==> config.mk <==
export PLATFORM = sky130hd
export DESIGN_NAME = write_buffer
export DESIGN_NICKNAME = d
export VERILOG_FILES = /design/src/rtl/write_buffer.sv
export SDC_FILE = /design/constraint.sdc
export NUM_CORES = 1
export LEC_CHECK = 0
export CAP_MARGIN = 20
export CORE_MARGIN = 2
export CORE_UTILIZATION = 45
export CTS_CLUSTER_DIAMETER = 100
export CTS_CLUSTER_SIZE = 20
export DETAILED_ROUTE_END_ITERATION = 8
export PLACE_DENSITY_LB_ADDON = 0.12
export SLEW_MARGIN = 5
export SYNTH_ARGS = -nofsm -noshare
export SYNTH_HDL_FRONTEND = slang
export SYNTH_SLANG_ARGS = --single-unit
==> constraint.sdc <==
create_clock -name clk -period 7.1 [get_ports clk]
set_clock_uncertainty 0.2 [all_clocks]
set_input_delay 1.42 -clock clk [delete_from_list [all_inputs] [get_ports clk]]
set_output_delay 1.42 -clock clk [all_outputs]
set_load 0.02 [all_outputs]
==> src/rtl/write_buffer.sv <==
// write_buffer: DEPTH-entry store FIFO between the CPU and data memory.
// Accepted stores are drained in order over a valid/ready handshake, and
// loads can pick up buffered data through a combinational forwarding lookup.
// Optional build macro: WB_COALESCE_EN -- a store that hits a pending
// non-head entry overwrites its data in place instead of allocating.
module write_buffer #(
  parameter int ADDRESS_WIDTH = 32,
  parameter int DATA_WIDTH    = 32,
  parameter int DEPTH         = 4
) (
  input  logic                     clk,
  input  logic                     rst,
  input  logic                     we,
  input  logic [ADDRESS_WIDTH-1:0] alu_result,
  input  logic [DATA_WIDTH-1:0]    wd,
  output logic                     stall,
  input  logic [ADDRESS_WIDTH-1:0] rd_addr,
  output logic                     fwd_hit,
  output logic [DATA_WIDTH-1:0]    fwd_data,
  output logic                     mem_we,
  output logic [ADDRESS_WIDTH-1:0] mem_a,
  output logic [DATA_WIDTH-1:0]    mem_wd,
  input  logic                     mem_ready,
  output logic                     empty
);

  localparam int PTR_W = $clog2(DEPTH);
  localparam logic [PTR_W:0] FULL_COUNT = (PTR_W+1)'(DEPTH);

  logic [ADDRESS_WIDTH-1:0] addr_reg [DEPTH];
  logic [DATA_WIDTH-1:0]    data_reg [DEPTH];
  logic [DEPTH-1:0]         valid_reg;
  logic [PTR_W-1:0]         head_reg, head_next;
  logic [PTR_W-1:0]         tail_reg, tail_next;
  logic [PTR_W:0]           count_reg, count_next;

  logic [DEPTH-1:0] rd_match;
  logic [DEPTH-1:0] coal_match;
  logic [PTR_W-1:0] fwd_idx;
  logic             full, pop, coal_hit, push_alloc, coal_write;

  assign mem_we = (count_reg != '0);
  assign empty  = (count_reg == '0);
  assign full   = (count_reg == FULL_COUNT);
  assign pop    = mem_we && mem_ready;

  // Head entry is presented straight from the registers; zero when idle.
  assign mem_a  = mem_we ? addr_reg[head_reg] : '0;
  assign mem_wd = mem_we ? data_reg[head_reg] : '0;

  // Per-entry address comparators for load forwarding and store coalescing.
  for (genvar gi = 0; gi < DEPTH; gi++) begin : g_entry_match
    assign rd_match[gi] = valid_reg[gi] && (addr_reg[gi] == rd_addr);
`ifdef WB_COALESCE_EN
    // The presented head is never modified, so it is excluded from merging.
    assign coal_match[gi] = valid_reg[gi] && (addr_reg[gi] == alu_result) &&
                            !(mem_we && (head_reg == PTR_W'(gi)));
`else
    assign coal_match[gi] = 1'b0;
`endif
  end

  assign coal_hit   = |coal_match;
  // A merging store never needs a free slot; a full buffer still accepts a
  // store in the cycle its head drains.
  assign stall      = we && !coal_hit && full && !pop;
  assign push_alloc = we && !stall && !coal_hit;
  assign coal_write = we && coal_hit;

  // Walk entries oldest to youngest so the youngest match wins.
  always_comb begin
    fwd_hit  = 1'b0;
    fwd_data = '0;
    fwd_idx  = head_reg;
    for (int k = 0; k < DEPTH; k++) begin
      fwd_idx = head_reg + PTR_W'(k);
      if (rd_match[fwd_idx]) begin
        fwd_hit  = 1'b1;
        fwd_data = data_reg[fwd_idx];
      end
    end
  end

  // Pointer and occupancy next-state.
  always_comb begin
    head_next  = head_reg;
    tail_next  = tail_reg;
    count_next = count_reg;
    if (pop)        head_next = head_reg + PTR_W'(1);
    if (push_alloc) tail_next = tail_reg + PTR_W'(1);
    case ({push_alloc, pop})
      2'b10:   count_next = count_reg + (PTR_W+1)'(1);
      2'b01:   count_next = count_reg - (PTR_W+1)'(1);
      default: count_next = count_reg;
    endcase
  end

  // Pointer and occupancy registers.
  always_ff @(posedge clk) begin
    if (!rst) begin
      head_reg  <= '0;
      tail_reg  <= '0;
      count_reg <= '0;
    end else begin
      head_reg  <= head_next;
      tail_reg  <= tail_next;
      count_reg <= count_next;
    end
  end

  // Entry storage: allocation at tail wins over the pop clearing the same
  // slot, which happens when a full buffer pushes and pops together.
  always_ff @(posedge clk) begin
    if (!rst) begin
      for (int i = 0; i < DEPTH; i++) begin
        valid_reg[i] <= 1'b0;
        addr_reg[i]  <= '0;
        data_reg[i]  <= '0;
      end
    end else begin
      for (int i = 0; i < DEPTH; i++) begin
        if (push_alloc && (tail_reg == PTR_W'(i))) begin
          valid_reg[i] <= 1'b1;
          addr_reg[i]  <= alu_result;
          data_reg[i]  <= wd;
        end else if (coal_write && coal_match[i]) begin
          data_reg[i]  <= wd;
        end else if (pop && (head_reg == PTR_W'(i))) begin
          valid_reg[i] <= 1'b0;
        end
      end
    end
  end

endmodule
=== Word level (Yosys, flattened, before mapping) ===
Memory sizes are Yosys's and may differ from the RTL's. A register that Yosys moved wholly into a read port is not among the register bits.
Index checks and enable logic that the tools add are counted.

* Logic and storage cells: 119
* Memory bits (writable): 256
* Bits of input ports: 100
* Bits in registers: 11
* Output and inout bits: 100
* Memories: 2

{| class="wikitable"
|+ Memories
! name !! words !! width !! rd ports !! clocked after Yosys merged registers in !! write ports !! RTL line !! source
|-
| addr_reg || 4 || 32 || 5 || 1 || 4 || 30 || <nowiki>logic [ADDRESS_WIDTH-1:0] addr_reg [DEPTH];</nowiki>
|-
| data_reg || 4 || 32 || 4 || 1 || 4 || 31 || <nowiki>logic [DATA_WIDTH-1:0] data_reg [DEPTH];</nowiki>
|}

* Equal/unequal tests: 13
* $add $sub $neg: 6
* Bitwise logic cells: 8
* Mux-type cells: 52
* Order comparisons: 4
* Reduce and logical (&&, ||, !) cells: 27

{| class="wikitable"
|+ Operator list
! operator !! number
|-
| 32-bit two-way mux || 14
|-
| 32-bit == test || 4
|-
| 1-bit two-way mux || 29
|-
| 1-bit logical AND || 16
|-
| 2-bit by 3-bit < comparator with 1-bit output, second input constant || 4
|-
| 2-bit == test, second input constant || 5
|-
| 2-bit nonzero test || 5
|-
| 1-bit binary-select mux with 2-bit select || 4
|-
| 2-bit two-way mux || 4
|-
| 1-bit bitwise OR || 8
|-
| 2-bit by 1-bit == test with 1-bit output, second input constant || 3
|-
| 3-bit one-hot mux with 2 select lines || 1
|-
| 2-bit by 1-bit adder with 2-bit output, second input constant || 2
|-
| 2-bit adder, second input constant || 2
|-
| 2-bit zero test || 2
|-
| 3-bit by 1-bit adder with 3-bit output, second input constant || 1
|-
| 3-bit == test, second input constant || 1
|-
| 3-bit zero test || 1
|-
| 3-bit nonzero test || 1
|-
| 3-bit by 1-bit subtractor with 3-bit output, second input constant || 1
|-
| 1-bit zero test || 2
|}

=== Longest topological paths before layout ===
Gate-level depths: netlist of run 1.

* Word-level depth: 11
* Depth in mapped cells: 10
* Gate-level depth less buffers: 8

=== Worst setup path before layout of run 1 ===
No wires, ideal clock.

* Kind: input port to output port
* Start point: in rd_addr[18]
* End point: out fwd_data[10]
* Stages on the path: 9
* Arrival: 3.323 ns
* Data required time: 5.480 ns
* Path buffers: 2
* Setup slack: 2.157 ns
* Cell sequence: clkbuf_1 > xnor2_1 > nand4_1 > nor4_4 > nand3_2 > a21oi_4 > buf_6 > o211ai_2 > a32oi_1

* Cells in the longest elaborated chain, start to end: 8
* Elaborated cells between the ends (all ways): 20
* Classes of those cells: eq/ne: 4; mux: 12; reduce/logical: 4

{| class="wikitable"
|+ RTL lines
! what !! RTL line !! source
|-
| from (decl) || 17 || <nowiki>input logic [ADDRESS_WIDTH-1:0] rd_addr,</nowiki>
|-
| 32-bit == test || 53 || <nowiki>assign rd_match[gi] = valid_reg[gi] && (addr_reg[gi] == rd_addr);</nowiki>
|-
| 1-bit logical AND || 53 ||
|-
| 1-bit binary-select mux with 2-bit select || 77 || <nowiki>if (rd_match[fwd_idx]) begin</nowiki>
|-
| 1-bit two-way mux (not written as such) || 77 ||
|-
| 32-bit two-way mux (3 in a row) || 77 ||
|-
| 32-bit two-way mux (*) || 77 ||
|-
| to (decl) || 19 || <nowiki>output logic [DATA_WIDTH-1:0] fwd_data,</nowiki>
|}

Mark *: on every way between the ends. The rest lies on a longest branch, timed or not. The select of a mux whose other input is x is not followed.

=== Final worst setup path of run 1 ===
* Start point: in rd_addr[11]
* End point: out fwd_data[26]

The elaborated chain is that of the path after synthesis.

==> metrics.txt, run 1 <==
clock sinks=around 270; slowest stage cell, crit path=clkdlybuf4s50_1; Cells after Synth=1442; P per Cell Area=around 270 mW/mm^2; number of global-route vias before repair=~12000; Hold Crit Class=reg -> reg; largest net degree at the start of global routing=102; Synth Warn #=0; Num CTS Buffers=17; Fin. Hold Viols=0; Starting DRT DRC Count=755; clock group share of total power=0.181; Synth Register Bits=around 270; Yosys top cell by area=edfxtp_1; worst-path cell chain=clkdlybuf4s50_1 > xnor2_1 > nand4_1 > nor4_4 > nand3_2 > a21oi_4 > buf_4 > o211ai_2 > a32oi_1 > clkdlybuf4s50_1; initial core utilization=0.458; Crit Path Category=in -> out; Synth cell types=49; detail-routed net length per standard cell=roughly 25 um; Fmax=approximately 150 MHz; fraction of layout cells with a size suffix above 1=0.133; Slew Viols, Final=0; CP most frequent cell=clkdlybuf4s50_1; Worst VDD drop=around 160 uV; Top FF cell, synth=edfxtp_1; Synth area leaders=edfxtp_1 (44%), and2_1 (12%), mux4_2 (8.3%), xnor2_1 (5.7%), mux2i_1 (5.6%); crit path DAT=around 5200 ps; GPL Wtd Cong=0.904; die height=around 200 um; switching share of power=0.373; area share of the largest cell type after synthesis=0.445; Hold Buf Count CTS=0; Worst-Margin Slew=1020 ps; H-tree depth=1; final std cells w/o fill=between 2000 and 2500; drt pass-1 iters=5; crit-path max FO=6; leading cell type in the layout, fill and taps excluded=and2_1; post-CTS sizing=0; GRT overflow=0; DRT antenna net count=0; WP data required=5480 ps; post-layout min period=~6800 ps; Pleak=about 6.7 nW; post-placement cell count=2050; Critical Path End Type=output pin; Cell Rows=71; syn_nets=between 1500 and 2000; Post-CTS Setup Inserts=0; Die Width=~200 um; outcome=finished, final reports clean; I/O Pins=200; Design Power=roughly 0.0055 W; RSZ-0062 raised after global routing=no; Pint=0.00346 W; # port buffers=between 150 and 200; worst setup margin=about 300 ps; CTS clk-pin slew, worst paths=approximately 90 ps; first-pass GRT wire length=76.2 mm; detailed-route via count=about 12000; vias per std cell=a little under 6; CTS Root Cell=clkbuf_16; # fillers=~3300; Max stage delay on crit path=between 600 and 700 ps; number of synthesized flops with an enable pin=approximately 260; Post-Syn Area=around 0.017 sq mm; Global Route Usage Sum=0.260; initial antenna violation count=2; half-perimeter wire length after placement=around 33 mm; area grow syn2layout=17.0%; final wirelength=about 52 mm; # DRC=0; relative slew slack=0.317; Layout Nets=around 1700; Tcrit/Tclk final=0.957; deepest clock path buffer count=3; latest clock arrival within the worst-skew pair=510 ps; CP top delay family=buffers and inverters; power share of the sequential group=0.383; die area=roughly 0.04 sq mm; Final Cell Area=0.0202 sq mm; final setup vio count=0; mean post-synth cell area=around 12 sq um; Logic pwr share=0.436; core box area=~0.038 sq mm; async set-reset flop share out of synthesis=0; sequential element share of the synthesized area=0.460; P_sw=slightly above 0.002 W; CTS tree=yes; most frequent cells in the layout=and2_1 (328), edfxtp_1 (256), clkdlybuf4s50_1 (199); Startpoint Class=input port; pre-CTS setup slack=291 ps; Fin Setup TNS=0 ps; CP Buf/Inv Count=3; max_cap viols=0; placed standard-cell area=0.0197 sq mm
-- synth_stat cells, types with 2 or more instances --
library cell / number
and3_1: 6
buf_4: 5
nor2_1: 4
and2_1: 328
mux4_2: 64
o21ai_0: 33
nand3_2: 3
dfxtp_1: 13
nor4_4: 6
o211ai_2: 30
mux2i_1: 96
nand3_1: 11
buf_6: 12
ha_1: 8
a21oi_1: 3
nor4_1: 5
edfxtp_1: 256
buf_2: 38
a32oi_1: 32
mux2_2: 32
xnor2_1: 112
a21oi_2: 2
a31o_2: 4
nand4_1: 35
xor2_1: 12
inv_1: 12
a21oi_4: 2
nand2_1: 111
nor2b_1: 3
xnor2_2: 3
o211ai_1: 34
nand2b_1: 4
nor3_1: 4
clkbuf_1: 66
a221o_1: 32
buf_1: 8
-- per-layer routing --
layer	wire length [um]	global-route usage	part of all wire	vias to the layer above
li1	-	-	-	5540
met1	20600	0.322	0.40	5994
met2	26300	0.467	0.51	401
met3	2970	0.0324	0.057	88
met4	1970	0.0944	0.038	0
met5	0	0	0	-
-- logic make-up (layout without fill, tap and decap cells) --
family,Yosys count,after routing,synth area share
AO/OA/AOI/OAI,178,178,0.0894
flip-flops,269,269,0.460
XOR/XNOR,127,127,0.0656
AND/OR/NAND/NOR,525,525,0.179
other,0,2,0
buffers and inverters,142,269,0.0399
adder cells (fa/ha/maj),9,9,0.00695
multiplexers,192,192,0.160
-- power groups by stage --
stage                     clock, W  combinational (W)  sequential, W
after global routing       0.00107            0.00259        0.00215
after detailed placement         0            0.00241        0.00216
after CTS                  0.00101            0.00243        0.00212
after floorplan                  0            0.00170        0.00199
after global placement           0            0.00239        0.00215
final                     0.000998            0.00241        0.00212
-- worst register-to-register path: stages, from the launching register on --
cell     delay, ps
dfxtp_1        330
or4_1          570
and2_1         320
nand2_1        170
nand2_4        350
buf_4          520
-- stage by stage --
step           hold slack, ps   util
2_1_floorplan             252      -
5_1_grt                   319  0.536
3_5_place_dp              280  0.522
6_report                  318  0.536
3_3_place_gp              296  0.522
4_1_cts                   312  0.535
-- area by class of cell --
cell class / instances / area (sq um) / share of cell area
Multi-Input combinational cell: 1031 / 8750 / 0.432
Sequential cell: 269 / 7960 / 0.393
Timing Repair Buffer: 227 / 2350 / 0.116
Tap cell: 511 / 639 / 0.0316
Clock buffer: 28 / 467 / 0.0231
Inverter: 13 / 48.8 / 0.00241
Clock inverter: 1 / 16.3 / 0.000804
Antenna cell: 2 / 5.00 / 0.000247
-- path summary, 6_finish.rpt --
| kind | start | end | slack, ps | cells after the start |
|---|---|---|---|---|
| worst min register to register | valid_reg[3] | valid_reg[3] | 320 | 1 |
| worst min-delay path | valid_reg[3] | valid_reg[3] | 320 | 1 |
| worst max-delay path | rd_addr[11] | fwd_data[26] | 310 | 10 |
| worst max register to register | count_reg[0] | addr_reg[3][23] | 4280 | 5 |
Power figures use the tool's default switching activity.
==> run 2, diff against run 1 <==
Settings changed: CORE_MARGIN 2 to not set, CTS_CLUSTER_DIAMETER 100 to not set.
==> run 2 against run 1 <==
Clock-buffer cell count grew 10. Sequential power shrank 2%. Critical path depth is the same. Die area shrank 2.0%. Non-clock buffer count shrank 6. Register-to-register slack lost 240 ps. Critical endpoint is now fwd_data[2]. Largest cell class unchanged. Largest power group unchanged. Highest routed layer unchanged.
==> metrics.txt, run 2 (synthesis gave the netlist of run 1 again) <==
Cell Rows=71; Worst VDD drop=between 200 and 300 uV; # DRC=0; half-perimeter wire length after placement=around 31 mm; number of global-route vias before repair=12100; detailed-route via count=approximately 12000; CTS Root Cell=clkbuf_16; deepest clock path buffer count=3; drt pass-1 iters=5; Layout Nets=around 1700; Slew Viols, Final=0; Fin. Hold Viols=0; Worst Hold Slack=311 ps; leading cell type in the layout, fill and taps excluded=and2_1; DRT antenna net count=0; vias per std cell=5.74; CTS clk-pin slew, worst paths=roughly 70 ps; H-tree depth=1; core box area=about 0.038 sq mm; final setup vio count=0; die area=0.0392 sq mm; Num CTS Buffers=31; WP data required=approximately 5500 ps; RSZ-0062 raised after global routing=no; GPL Wtd Cong=just over 0.9; area grow syn2layout=19.6%; fraction of layout cells with a size suffix above 1=0.143; relative slew slack=0.262; Startpoint Class=input port; crit path DAT=a little over 5000 ps; initial antenna violation count=0; I/O Pins=200; CTS tree=yes; die height=a little under 200 um; Critical Path End Type=output pin; post-layout min period=6760 ps; GRT overflow=0; Tcrit/Tclk final=0.953; detail-routed net length per standard cell=around 24 um; Post-CTS Setup Inserts=0; max_cap viols=0; largest net degree at the start of global routing=around 130; latest clock arrival within the worst-skew pair=about 550 ps; final wirelength=slightly above 50 mm; Worst-Margin Slew=~1100 ps; P per Cell Area=~300 mW/mm^2; Pleak=approximately 7 nW; Fin Setup TNS=0 ps; most frequent cells in the layout=and2_1 (328), edfxtp_1 (256), clkdlybuf4s50_1 (199); Fmax=148 MHz; Ant. Diodes=0; Hold Crit Class=reg -> reg; Global Route Usage Sum=0.259; Die Width=just under 200 um; first-pass GRT wire length=around 75 mm; clock sinks=around 270; initial core utilization=0.458; Hold Buf Count CTS=0; crit-path max FO=52; # port buffers=199; Crit Path Category=in -> out; Starting DRT DRC Count=846; outcome=finished, final reports clean; post-CTS sizing=0
==> run 2: worst max-delay path: stages <==
cell and delay, ps:
clkdlybuf4s50_1 510, xnor2_1 490, nand4_1 340, nor4_4 480, nand4_1 130, nand4_1 280, buf_12 300, o211ai_1 140
a32oi_1 300, clkdlybuf4s50_1 680
==> run 2: routing by layer <==
layer | GRT usage | wire [um] | vias up
met5 | 0 | 0 | -
met4 | 0.0970 | 1700 | 0
met3 | 0.0257 | 2550 | 89
met2 | 0.455 | 25300 | 389
met1 | 0.331 | 21100 | 5992
li1 | - | - | 5589
==> run 2: area by class of cell <==
class | count | area, sq um
Fill cell | 3190 | 17100
Multi-Input combinational cell | 1031 | 8750
Sequential cell | 269 | 7960
Timing Repair Buffer | 221 | 2280
Clock buffer | 38 | 802
Tap cell | 511 | 639
Clock inverter | 18 | 216
Inverter | 13 | 48.8
==> run 2: metrics by stage <==
step | std cells | utilization | cell area [sq um] | setup WS, ps | total power [W]
detailed placement | 2043 | 0.520 | 19600 | 299 | 0.00458
floorplan | 1442 | - | 17300 | 2160 | 0.00369
global placement | 2043 | 0.520 | 19600 | 405 | 0.00456
CTS | 2099 | 0.547 | 20600 | 291 | 0.00620
finish | 2101 | 0.548 | 20700 | 335 | 0.00619
global route | 2101 | 0.548 | 20700 | 222 | 0.00647
==> run 2: power by group <==
part           switching, W  internal [W]
logic               0.00135       0.00114
clock network      0.000652      0.000978
registers          0.000178       0.00189
==> run 2: path summary, 6_finish.rpt <==
check,from,end,slack [ps],cells after the start
min reg2reg,valid_reg[0],valid_reg[0],310,1
min,valid_reg[0],valid_reg[0],310,1
max,rd_addr[30],fwd_data[2],340,10
max reg2reg,count_reg[1],count_reg[2],4040,8
==> run 3, diff against run 2 <==
Settings changed: GPL_ROUTABILITY_DRIVEN set to 0.
==> results of run 3 <==
Same layout as run 2: the final DEF is identical, and so are final timing and power.
